**src/rtl/design_28_mch.sv**
```systemverilog
// design_28_mch: multi-channel pipelined arithmetic unit.
//
// Each accepted transaction is evaluated when it is accepted (ADD, SUB,
// unsigned MAX, or per-channel accumulate). The result then travels through
// a STAGES-deep register pipeline to the output register. The whole pipe
// freezes while the output holds an untaken result. Each channel has an
// accumulator and a sticky overflow flag. A sticky flag is set when an
// overflowing result for that channel leaves the output.
//
// Ports:
//   clk, rst            clock; synchronous active-high reset
//   in_valid/in_ready   input handshake (in_ready is combinational)
//   in_ch, op, a, b     transaction payload (b is ignored for ACC)
//   out_valid/out_ready output handshake
//   out_ch, y, ovf      result payload
//   ovf_sticky          per-channel sticky overflow
//   clr_ovf             per-channel sticky clear pulse (a set wins)
//   busy                any pipeline stage holds a valid transaction
module design_28_mch #(
    parameter int unsigned W      = 16,
    parameter int unsigned N_CH   = 4,
    parameter int unsigned STAGES = 2,
    localparam int unsigned CH_W  = $clog2(N_CH)
) (
    input  logic            clk,
    input  logic            rst,
    input  logic            in_valid,
    output logic            in_ready,
    input  logic [CH_W-1:0] in_ch,
    input  logic [1:0]      op,
    input  logic [W-1:0]    a,
    input  logic [W-1:0]    b,
    output logic            out_valid,
    input  logic            out_ready,
    output logic [CH_W-1:0] out_ch,
    output logic [W-1:0]    y,
    output logic            ovf,
    output logic [N_CH-1:0] ovf_sticky,
    input  logic [N_CH-1:0] clr_ovf,
    output logic            busy
);

    localparam int unsigned LAST  = STAGES - 1;
    localparam int unsigned STG_W = (STAGES > 1) ? $clog2(STAGES) : 1;

    localparam logic [1:0] OP_ADD = 2'd0;
    localparam logic [1:0] OP_SUB = 2'd1;
    localparam logic [1:0] OP_MAX = 2'd2;
    localparam logic [1:0] OP_ACC = 2'd3;

    // Pipeline stage registers; the stage at index LAST is the output register.
    logic            vld_q [STAGES];
    logic            vld_d [STAGES];
    logic [CH_W-1:0] ch_q  [STAGES];
    logic [CH_W-1:0] ch_d  [STAGES];
    logic [W-1:0]    y_q   [STAGES];
    logic [W-1:0]    y_d   [STAGES];
    logic            ovf_q [STAGES];
    logic            ovf_d [STAGES];

    // Per-channel state.
    logic [W-1:0]    acc_q [N_CH];
    logic [W-1:0]    acc_d [N_CH];
    logic [N_CH-1:0] sticky_q;
    logic [N_CH-1:0] sticky_d;

    logic            stall_c;
    logic            accept_c;
    logic [W:0]      ext_c;
    logic [W-1:0]    res_y_c;
    logic            res_ovf_c;
    logic [N_CH-1:0] set_c;

    // Handshake: the pipe moves unless the output holds an untaken result.
    assign out_valid  = vld_q[STG_W'(LAST)];
    assign out_ch     = ch_q[STG_W'(LAST)];
    assign y          = y_q[STG_W'(LAST)];
    assign ovf        = ovf_q[STG_W'(LAST)];
    assign ovf_sticky = sticky_q;
    assign stall_c    = out_valid && !out_ready;
    assign in_ready   = !stall_c && !rst;
    assign accept_c   = in_valid && in_ready;

    // Busy: OR of all stage valid bits.
    always_comb begin
        busy = 1'b0;
        for (int unsigned i = 0; i < STAGES; i++) begin
            busy = busy | vld_q[STG_W'(i)];
        end
    end

    // Arithmetic on a W+1-bit intermediate; the top bit is carry or borrow.
    // For MAX the top bit is always 0, so ovf is 0 without extra logic.
    always_comb begin
        ext_c = '0;
        case (op)
            OP_ADD:  ext_c = {1'b0, a} + {1'b0, b};
            OP_SUB:  ext_c = {1'b0, a} - {1'b0, b};
            OP_MAX:  ext_c = (a >= b) ? {1'b0, a} : {1'b0, b};
            OP_ACC:  ext_c = {1'b0, acc_q[in_ch]} + {1'b0, a};
            default: ext_c = '0;
        endcase
        res_y_c   = ext_c[W-1:0];
        res_ovf_c = ext_c[W];
    end

    // Pipeline next state: hold on stall, otherwise shift. A bubble enters
    // stage 0 when nothing is accepted.
    always_comb begin
        for (int unsigned i = 0; i < STAGES; i++) begin
            vld_d[STG_W'(i)] = vld_q[STG_W'(i)];
            ch_d[STG_W'(i)]  = ch_q[STG_W'(i)];
            y_d[STG_W'(i)]   = y_q[STG_W'(i)];
            ovf_d[STG_W'(i)] = ovf_q[STG_W'(i)];
        end
        if (!stall_c) begin
            vld_d[0] = accept_c;
            ch_d[0]  = in_ch;
            y_d[0]   = res_y_c;
            ovf_d[0] = res_ovf_c;
            for (int unsigned i = 1; i < STAGES; i++) begin
                vld_d[STG_W'(i)] = vld_q[STG_W'(i - 1)];
                ch_d[STG_W'(i)]  = ch_q[STG_W'(i - 1)];
                y_d[STG_W'(i)]   = y_q[STG_W'(i - 1)];
                ovf_d[STG_W'(i)] = ovf_q[STG_W'(i - 1)];
            end
        end
    end

    // Accumulators update on the accepting edge, so a back-to-back ACC on the
    // same channel reads the value that was just written.
    always_comb begin
        acc_d = acc_q;
        if (accept_c && (op == OP_ACC)) begin
            acc_d[in_ch] = res_y_c;
        end
    end

    // Sticky overflow is set when a result transfers at the output. A set
    // overrides a clear that arrives in the same cycle.
    always_comb begin
        set_c = '0;
        if (out_valid && out_ready && ovf) begin
            set_c[out_ch] = 1'b1;
        end
        sticky_d = (sticky_q & ~clr_ovf) | set_c;
    end

    // State registers.
    always_ff @(posedge clk) begin
        if (rst) begin
            for (int unsigned i = 0; i < STAGES; i++) begin
                vld_q[STG_W'(i)] <= 1'b0;
                ch_q[STG_W'(i)]  <= '0;
                y_q[STG_W'(i)]   <= '0;
                ovf_q[STG_W'(i)] <= 1'b0;
            end
            for (int unsigned c = 0; c < N_CH; c++) begin
                acc_q[CH_W'(c)] <= '0;
            end
            sticky_q <= '0;
        end else begin
            for (int unsigned i = 0; i < STAGES; i++) begin
                vld_q[STG_W'(i)] <= vld_d[STG_W'(i)];
                ch_q[STG_W'(i)]  <= ch_d[STG_W'(i)];
                y_q[STG_W'(i)]   <= y_d[STG_W'(i)];
                ovf_q[STG_W'(i)] <= ovf_d[STG_W'(i)];
            end
            for (int unsigned c = 0; c < N_CH; c++) begin
                acc_q[CH_W'(c)] <= acc_d[CH_W'(c)];
            end
            sticky_q <= sticky_d;
        end
    end

endmodule
```
**config.mk**
```make
export PLATFORM = sky130hd
export DESIGN_NAME = design_28_mch
export DESIGN_NICKNAME = d
export VERILOG_FILES = /design/src/rtl/design_28_mch.sv
export SDC_FILE = /design/constraint.sdc
export NUM_CORES = 1
export LEC_CHECK = 0
export BUFFER_PORTS_ARGS = -buffer_cell sky130_fd_sc_hd__buf_2
export CORE_MARGIN = 3
export CORE_UTILIZATION = 43
export CTS_CLUSTER_DIAMETER = 50
export DETAILED_ROUTE_END_ITERATION = 8
export PLACE_DENSITY = 0.7
export SYNTH_ARGS = -nofsm -noshare
export SYNTH_HDL_FRONTEND = slang
export SYNTH_SLANG_ARGS = --single-unit
```
**constraint.sdc**
```tcl
create_clock -name clk -period 3.7 [get_ports clk]
set_input_delay 0.185 -clock clk [delete_from_list [all_inputs] [get_ports clk]]
set_output_delay 0.185 -clock clk [all_outputs]
set_load 0.05 [all_outputs]
```
==> flow_summary.toml, run 1 <==
[outcome]
status = "complete, no violations"

[clock_tree]
h-tree-depth = 3
numCtsBuffers = 9
cts.clk_slew.worst_paths_ns = 0.07
cts-resized-gates = 0
postCtsSetupRepairBufs = 0
cts_hold_buf = 0
ctsLongestPathBuffers = 2
cts_tree = "yes"
root_buffer = "clkbuf_16"
clock_latency_ns = 0.35
clock_sinks = 108

[yosys]
synth.net_count = 902
synth_cell_type_count = 68
synth_top_area_share_pct = 31.1
yosysWarnings = 0
yosysTopAreaCell = "dfxtp_1"
netlist_instances = 821
synthTopCellsByCount = "110 x nand2_1, 108 x dfxtp_1, 68 x nor2_1"
ys_seq_elements = 108
netlist_top_cells_area = "dfxtp_1 31%, ha_1 6.3%, nand2_1 5.9%"
synthFlopType = "dfxtp_1"
yosysMostFrequentCell = "nand2_1"
syn_area_um2 = 6950
synth_seq_area_share_pct = 31.1
synth_edf_count = 0
async_flop_share_pct = 0
syn_area_per_cell_um2 = 8.47

[setup_path]
worstSetupStartpointType = "register"
cp_max_fo = 5
reg2regPathDepth = 13
cp_cell_sequence = "mux4_2 > mux2_2 > ha_1 > inv_1 > fa_1 > nor2b_1 > o2111ai_1 > nand3b_1 > a21oi_1 > o21a_1 > mux2_2 > nand2_1 > o32ai_1"
cp_slowest_cell = "mux4_2"
r2r-start = "acc_q[0]$_SDFFE_PP0P_"
required_ns = 3.91
worstPathArrival_ns = 3.44
rrSetupSlack_ns = 0.46
crit-reg2reg-capture = "acc_q[62]$_SDFFE_PP0P_"
crit_type = "reg -> reg"
slowest_delay_ns = 0.45
worstSetupEndpointType = "register"
crit_top_cell = "mux2_2"

[min_path]
hold_start = "in_valid"
hold_end = "vld_q[0][0]$_SDFFE_PP0N_"
hold_path.class = "in -> reg"
min_path_cells = 3

[placed_design]
routabilityCongestion = 0.897
dpl.hpwl_um = 14200
portBuffers = 69
placed_cell_area_um2 = 7280

[sta]
drv_slew = 0
period_needed_ns = 3.24
hold_viol_final = 0
setup_viol = 0
finalCritPeriodShare_pct = 87.5
fin_skew_ns = 0.0116
timing.fmax_mhz = 309
worst_pin_slew_ns = 0.754
hold_slack_ns = 0.110
rsz0062_at_grt = "no"
final.setup.tns_ns = 0
slew-limit-headroom_pct = 49.7

[power]
irDropWorstVdd_uv = 292
p_per_area_nw_per_um2 = 405
p_leak_nw = 2.93

[drt]
detail_route.iter0.violations = 571
vias = 6149
ant_nets = 0
routed_wirelength_um = 18700
vias_per_cell = 5.76
route.detailed.drc = 0
firstDrtPassIters = 5
routedWlPerCell_um = 17.5

[grt]
gr-usage-all-layers_pct = 21.0
grt_pass1_wl_um = 30300
antenna_found_initial = 0
overflow = 0
grt_pass1_vias = 5821
grt_max_degree = 70

[cells_and_area]
final_cell_area_um2 = 7620
num_antenna_cells = 0
finalNetCount = 933
syn2layout_area_growth_pct = 9.57
drive_above_1_share_pct = 18.6
nFillCells = 1521

[floorplan]
fp.dieW_um = 133
initial_core_util_pct = 44.9
io_pins = 70
die_area_um2 = 17700
core.rowCount = 45
die_h_um = 133
core_area_um2 = 15500

[flow_run]
cap_violations = 0
per-layer routing:
layer / global-route usage (%) / wire length (um) / part of all wire, %
met1: 27.0 / 8200 / 44
met2: 35.9 / 9080 / 48
met3: 3.25 / 962 / 5.1
met4: 7.37 / 493 / 2.6
met5: 0 / 0 / 0
state kept, by name, summed over array words and instances (netlist names):
name and count:
vld_q 2, ovf_sticky 4, acc_q 64, ovf_q 2
y_q 32, ch_q 4
final cells by class:
class	count	area [um2]	area share, %
Clock buffer	13	270	3.55
Clock inverter	3	67.6	0.887
Inverter	38	143	1.87
Multi-Input combinational cell	609	4240	55.6
Sequential cell	108	2160	28.4
Tap cell	211	264	3.47
Timing Repair Buffer	86	475	6.24
where the power goes:
group,internal (mW),leakage (nW),switching (mW)
sequential,1.21,0.879,0.0281
combinational,0.274,1.89,0.493
clock,0.649,0.162,0.424
total,2.14,2.93,0.945
per-stage QoR:
stage	utilization [%]	power [mW]	setup slack [ns]	cells
2_1_floorplan	-	1.86	0.359	821
3_5_place_dp	47.0	2.03	0.208	1052
5_1_grt	49.2	3.22	0.301	1068
6_report	49.2	3.08	0.464	1068
4_1_cts	49.2	3.10	0.507	1068
3_3_place_gp	47.0	2.02	0.277	1052
logic make-up (layout without fill, tap and decap cells):
family / after synthesis / after routing / synth area share [%]
AOI/OAI and AO/OA: 245 / 245 / 25.2
xor gates and xnor gates: 23 / 23 / 2.90
adders and majority gates: 37 / 37 / 6.87
buffers and inverters: 104 / 140 / 8.08
DFF: 108 / 108 / 31.1
muxes: 38 / 38 / 8.53
and+or+nand+nor: 266 / 266 / 17.3
critical path, delay by kind of cell (launching register included):
family | cells | cell delay (ns)
buf+inv | 1 | 0.08
fa+ha+maj | 2 | 0.41
flops | 1 | 0.31
mux | 3 | 1.11
simple gates | 3 | 0.32
compound gates | 4 | 0.85
layout by cell type (no fill, tap or decap), drive strengths merged, types with 15 or more instances in the layout:
master    n
mux4     16
a311oi   35
buf      86
nand3    32
dfxtp   108
nand2   111
inv      38
o21ai    52
o22ai    16
ha       35
a21oi    55
xor2     15
nor2     69
a211oi   29
worst max-delay path by stage:
| stage | from | end | cells past startpoint |
|---|---|---|---|
| after global routing | acc_q[0]$_SDFFE_PP0P_ | acc_q[14]$_SDFFE_PP0P_ | 13 |
| after detailed placement | in_ch[1] | y_q[0][14]$_SDFFE_PP0N_ | 14 |
| final | acc_q[0]$_SDFFE_PP0P_ | acc_q[62]$_SDFFE_PP0P_ | 13 |
| after floorplan | in_ch[1] | acc_q[14]$_SDFFE_PP0P_ | 14 |
| after CTS | acc_q[0]$_SDFFE_PP0P_ | acc_q[14]$_SDFFE_PP0P_ | 13 |
| after global placement | in_ch[1] | acc_q[30]$_SDFFE_PP0P_ | 14 |
Note: power is estimated with default switching activity, not from simulation.
==> run 2: changes to the inputs <==
--- a/config.mk
+++ b/config.mk
@@ -6,8 +6,9 @@
 export NUM_CORES = 1
 export LEC_CHECK = 0
 export BUFFER_PORTS_ARGS = -buffer_cell sky130_fd_sc_hd__buf_2
-export CORE_MARGIN = 3
+export CORE_MARGIN = 2
 export CORE_UTILIZATION = 43
+export CTS_BUF_LIST = sky130_fd_sc_hd__clkbuf_4 sky130_fd_sc_hd__clkbuf_8
 export CTS_CLUSTER_DIAMETER = 50
 export DETAILED_ROUTE_END_ITERATION = 8
 export PLACE_DENSITY = 0.7
==> flow_summary.toml, run 2 (synthesis results as in run 1) <==
[clock_tree]
h-tree-depth = 3
clock_latency_ns = 0.39
clock_sinks = 108
ctsLongestPathBuffers = 2
numCtsBuffers = 9
cts_hold_buf = 0
cts-resized-gates = 0
cts.clk_slew.worst_paths_ns = 0.10
root_buffer = "clkbuf_8"
postCtsSetupRepairBufs = 0
cts_tree = "yes"

[cells_and_area]
syn2layout_area_growth_pct = 8.24
final_cell_area_um2 = 7530
final_cell_mix = "110 x nand2_1, 108 x dfxtp_1, 68 x nor2_1, 68 x buf_2, 55 x a21oi_1"
num_antenna_cells = 0
multi_input_area_um2 = 4240
finalNetCount = 933
regMostFlops = "acc_q"
layout_commonest_cell = "nand2_1"
seq_area_um2 = 2160
nFillCells = 1574
stdcell_count = 1073
drive_above_1_share_pct = 18.7
largest_register_ffs = 64
reg_top3 = "acc_q: 64 flops, y_q: 32 flops"

[placed_design]
dpl.hpwl_um = 13900
portBuffers = 69
routabilityCongestion = 0.932
placed_cell_area_um2 = 7320
post-place-ws_ns = 0.248
dp.cells = 1057

[drt]
vias = 6094
route.detailed.drc = 0
vias_per_cell = 5.68
ant_nets = 0
wl_met2_um = 8950
routed_wirelength_um = 18300
wl_met3_um = 805
firstDrtPassIters = 5
routedWlPerCell_um = 17.1
highest_layer = "met4"
wl_met1_um = 8010
detail_route.iter0.violations = 491

[power]
power_switching_uw = 928
comb_power_share_pct = 27.9
p_per_area_nw_per_um2 = 365
total_power_mw = 2.75
seqPwrFrac_pct = 45.2
swShare_pct = 33.7
clkPwrFrac_pct = 26.9
p_int_mw = 1.82
irDropWorstVdd_uv = 205
p_leak_nw = 2.88

[sta]
final.setup.tns_ns = 0
fin_skew_ns = 0.0107
hold_viol_final = 0
period_needed_ns = 3.23
drv_slew = 0
finalCritPeriodShare_pct = 87.4
worst_pin_slew_ns = 0.781
setup_viol = 0
timing.fmax_mhz = 309
slew-limit-headroom_pct = 47.9
worst_slack_ns = 0.465
rsz0062_at_grt = "no"

[setup_path]
slowest_delay_ns = 0.45
crit_type = "reg -> reg"
cp_cell_sequence = "mux4_2 > mux2_2 > ha_1 > inv_1 > fa_1 > nor2b_1 > o2111ai_1 > nand3b_1 > a21oi_1 > o21a_1 > mux2_2 > nand2_1 > o32ai_1"
crit_buf_inv = 1
crit_top_cell = "mux2_2"
worstPathArrival_ns = 3.49
crit_family = "multiplexers"
cp_slowest_cell = "mux4_2"
worstSetupStartpointType = "register"
worstSetupEndpointType = "register"
required_ns = 3.96
cp_max_fo = 5

[floorplan]
fp.dieW_um = 131
io_pins = 70
core_area_um2 = 15800
initial_core_util_pct = 43.9
core.rowCount = 46
die_h_um = 131
die_area_um2 = 17200

[grt]
grt_max_degree = 61
gr-usage-all-layers_pct = 21.2
grt_pass1_wl_um = 30000
antenna_found_initial = 0
overflow = 0
grt_pass1_vias = 5872

[outcome]
status = "complete, no violations"

[min_path]
hold_path.class = "in -> reg"

[flow_run]
cap_violations = 0
run 2: cell types whose count changed in the layout (fill, tap and decap cells not counted):
cell        change
clkbuf_16       -9
clkbuf_8        +7
buf_12          +3
buf_4           -3
clkinv_2        +2
bufinv_16       -1
clkbuf_1        -1
clkinv_4        +1
clkinvlp_4      +1
run 2: cell type report:
class,count,share of cell area (%)
Inverter,38,1.90
Timing Repair Buffer,86,6.82
Tap cell,216,3.59
Clock buffer,10,1.83
Multi-Input combinational cell,609,56.3
Sequential cell,108,28.7
Clock inverter,6,0.848
run 2: power by group through the flow:
stage / sequential [mW] / clock, mW / combinational [mW]
finish: 1.24 / 0.740 / 0.766
global route: 1.25 / 0.805 / 0.840
CTS: 1.24 / 0.750 / 0.766
detailed placement: 1.27 / 0 / 0.762
global placement: 1.27 / 0 / 0.758
floorplan: 1.26 / 0 / 0.593
run 2: worst paths after layout:
kind	from	end	slack, ns	depth (start not counted)
max	acc_q[0]$_SDFFE_PP0P_	acc_q[14]$_SDFFE_PP0P_	0.47	13
min	in_valid	vld_q[0][0]$_SDFFE_PP0N_	0.07	3
max reg2reg	acc_q[0]$_SDFFE_PP0P_	acc_q[14]$_SDFFE_PP0P_	0.47	13
min reg2reg	y_q[0][18]$_SDFFE_PP0N_	y_q[0][18]$_SDFFE_PP0N_	0.45	2
run 2: metal layers:
metal / vias up / track usage (%)
met1: 2838 / 26.7
li1: 3053 / -
met4: 0 / 8.09
met2: 168 / 36.5
met3: 35 / 3.51
met5: - / 0
run 2: stage by stage:
| stage | utilization (%) | hold slack (ns) |
|---|---|---|
| 2_1_floorplan | - | 0.325 |
| 3_3_place_gp | 46.3 | 0.438 |
| 3_5_place_dp | 46.3 | 0.441 |
| 4_1_cts | 47.5 | 0.0673 |
| 5_1_grt | 47.5 | 0.0602 |
| 6_report | 47.5 | 0.0736 |
run 2: worst reg2reg max path, delay by kind of cell (launching register included):
kind / cells / cell delay, ns
AND/OR/NAND/NOR: 3 / 0.32
multiplexers: 3 / 1.12
adder cells (fa/ha/maj): 2 / 0.42
flip-flops: 1 / 0.32
AO/OA/AOI/OAI: 4 / 0.88
buffers and inverters: 1 / 0.07
==> run 3: changes to the inputs <==
--- a/config.mk
+++ b/config.mk
@@ -11,7 +11,7 @@
 export CTS_BUF_LIST = sky130_fd_sc_hd__clkbuf_4 sky130_fd_sc_hd__clkbuf_8
 export CTS_CLUSTER_DIAMETER = 50
 export DETAILED_ROUTE_END_ITERATION = 8
-export PLACE_DENSITY = 0.7
+export PLACE_DENSITY = 0.59
 export SYNTH_ARGS = -nofsm -noshare
 export SYNTH_HDL_FRONTEND = slang
 export SYNTH_SLANG_ARGS = --single-unit
==> flow_summary.toml, run 3 (synthesis results as in run 1) <==
[outcome]
status = "complete, no violations"

[setup_path]
slowest_delay_ns = 0.46
reg2regPathDepth = 13
rrSetupSlack_ns = 0.43
worstPathArrival_ns = 3.53
cp_max_fo = 5
worstSetupEndpointType = "register"
crit_end = "y_q[0][14]$_SDFFE_PP0N_"
worstSetupStartpointType = "register"
cp_cell_sequence = "mux4_2 > mux2_2 > ha_1 > inv_1 > fa_1 > nor2b_1 > o2111ai_1 > nand3b_1 > a21oi_1 > o21a_1 > mux2_2 > nand2_1 > o21ai_0"
crit-reg2reg-capture = "y_q[0][14]$_SDFFE_PP0N_"
startpoint = "acc_q[0]$_SDFFE_PP0P_"
cp_slowest_cell = "mux4_2"
required_ns = 3.96
crit_type = "reg -> reg"
r2r-start = "acc_q[0]$_SDFFE_PP0P_"
crit_top_cell = "mux2_2"

[clock_tree]
cts-resized-gates = 0
cts_hold_buf = 0
ctsLongestPathBuffers = 2
postCtsSetupRepairBufs = 0
clock_sinks = 108
cts.clk_slew.worst_paths_ns = 0.10
cts_tree = "yes"
root_buffer = "clkbuf_8"
numCtsBuffers = 9
clock_latency_ns = 0.38
h-tree-depth = 3

[power]
irDropWorstVdd_uv = 161
p_per_area_nw_per_um2 = 360
total_power_mw = 2.68
p_leak_nw = 2.85

[floorplan]
core_area_um2 = 15800
die_h_um = 131
die_area_um2 = 17200
io_pins = 70
fp.dieW_um = 131
initial_core_util_pct = 43.9
core.rowCount = 46

[grt]
gr-usage-all-layers_pct = 23.3
antenna_found_initial = 0
grt_pass1_vias = 6332
grt_max_degree = 77
overflow = 0
grt_pass1_wl_um = 32600

[flow_run]
cap_violations = 0

[sta]
timing.fmax_mhz = 306
hold_slack_ns = 0.0670
drv_slew = 0
finalCritPeriodShare_pct = 88.3
worst_pin_slew_ns = 0.834
slew-limit-headroom_pct = 44.4
period_needed_ns = 3.27
hold_viol_final = 0
final.setup.tns_ns = 0
fin_skew_ns = 0.0111
rsz0062_at_grt = "no"
setup_viol = 0

[cells_and_area]
reg_top3 = "acc_q: 64 flops, y_q: 32 flops"
stdcell_count = 1073
final_cell_mix = "110 x nand2_1, 108 x dfxtp_1, 68 x nor2_1, 68 x buf_2, 55 x a21oi_1"
layout_commonest_cell = "nand2_1"
final_cell_area_um2 = 7460
syn2layout_area_growth_pct = 7.36
regMostFlops = "acc_q"
finalNetCount = 933
drive_above_1_share_pct = 18.7
largest_register_ffs = 64
num_antenna_cells = 0

[drt]
firstDrtPassIters = 5
routedWlPerCell_um = 18.6
vias_per_cell = 5.85
ant_nets = 0
routed_wirelength_um = 19900
detail_route.iter0.violations = 358
vias = 6273
route.detailed.drc = 0

[placed_design]
dpl.hpwl_um = 14900
dp.cells = 1057
placed_cell_area_um2 = 7290
portBuffers = 69
routabilityCongestion = 0.909

[min_path]
hold_path.class = "in -> reg"
min_path_cells = 3
-- run 3: how the worst min path moves through the flow --
stage	to	startpoint
6_report	vld_q[0][0]$_SDFFE_PP0N_	in_valid
2_1_floorplan	vld_q[0][0]$_SDFFE_PP0N_	in_valid
3_3_place_gp	ch_q[0][0]$_SDFFE_PP0N_	ch_q[0][0]$_SDFFE_PP0N_
4_1_cts	vld_q[0][0]$_SDFFE_PP0N_	in_valid
5_1_grt	vld_q[0][0]$_SDFFE_PP0N_	in_valid
3_5_place_dp	y_q[0][29]$_SDFFE_PP0N_	y_q[0][29]$_SDFFE_PP0N_
-- run 3: cell type report --
cell class	instances	area, um2
clock inverter	6	40.0
tap	216	270
fill	1596	8360
timing repair buffer	86	475
multi-input combinational	609	4240
sequential	108	2160
clock buffer	10	138
inverter	38	143
-- run 3: critical path, delay by kind of cell, from the launching register on --
family	cells	cell delay (ns)
adder cells (fa/ha/maj)	2	0.42
multiplexers	3	1.12
AND/OR/NAND/NOR	3	0.34
AO/OA/AOI/OAI	4	0.86
flip-flops	1	0.33
buffers and inverters	1	0.08
-- run 3: metal layers --
layer	routed length [um]	GRT usage [%]
met5	0	0
met4	445	6.94
met3	592	3.24
met2	10300	42.8
met1	8600	28.3
-- run 3: power by group --
part           total [mW]  leakage (nW)  internal (mW)  switching [mW]
combinational       0.770          1.89          0.276           0.494
clock               0.669        0.0803          0.261           0.409
sequential           1.25         0.879           1.21          0.0312
total                2.68          2.85           1.75           0.933
-- run 3: per-stage QoR --
step	util (%)	setup slack, ns
after floorplan	-	0.359
after global placement	46.0	0.219
after detailed placement	46.0	0.172
after CTS	47.2	0.462
after global routing	47.2	0.241
final	47.2	0.431
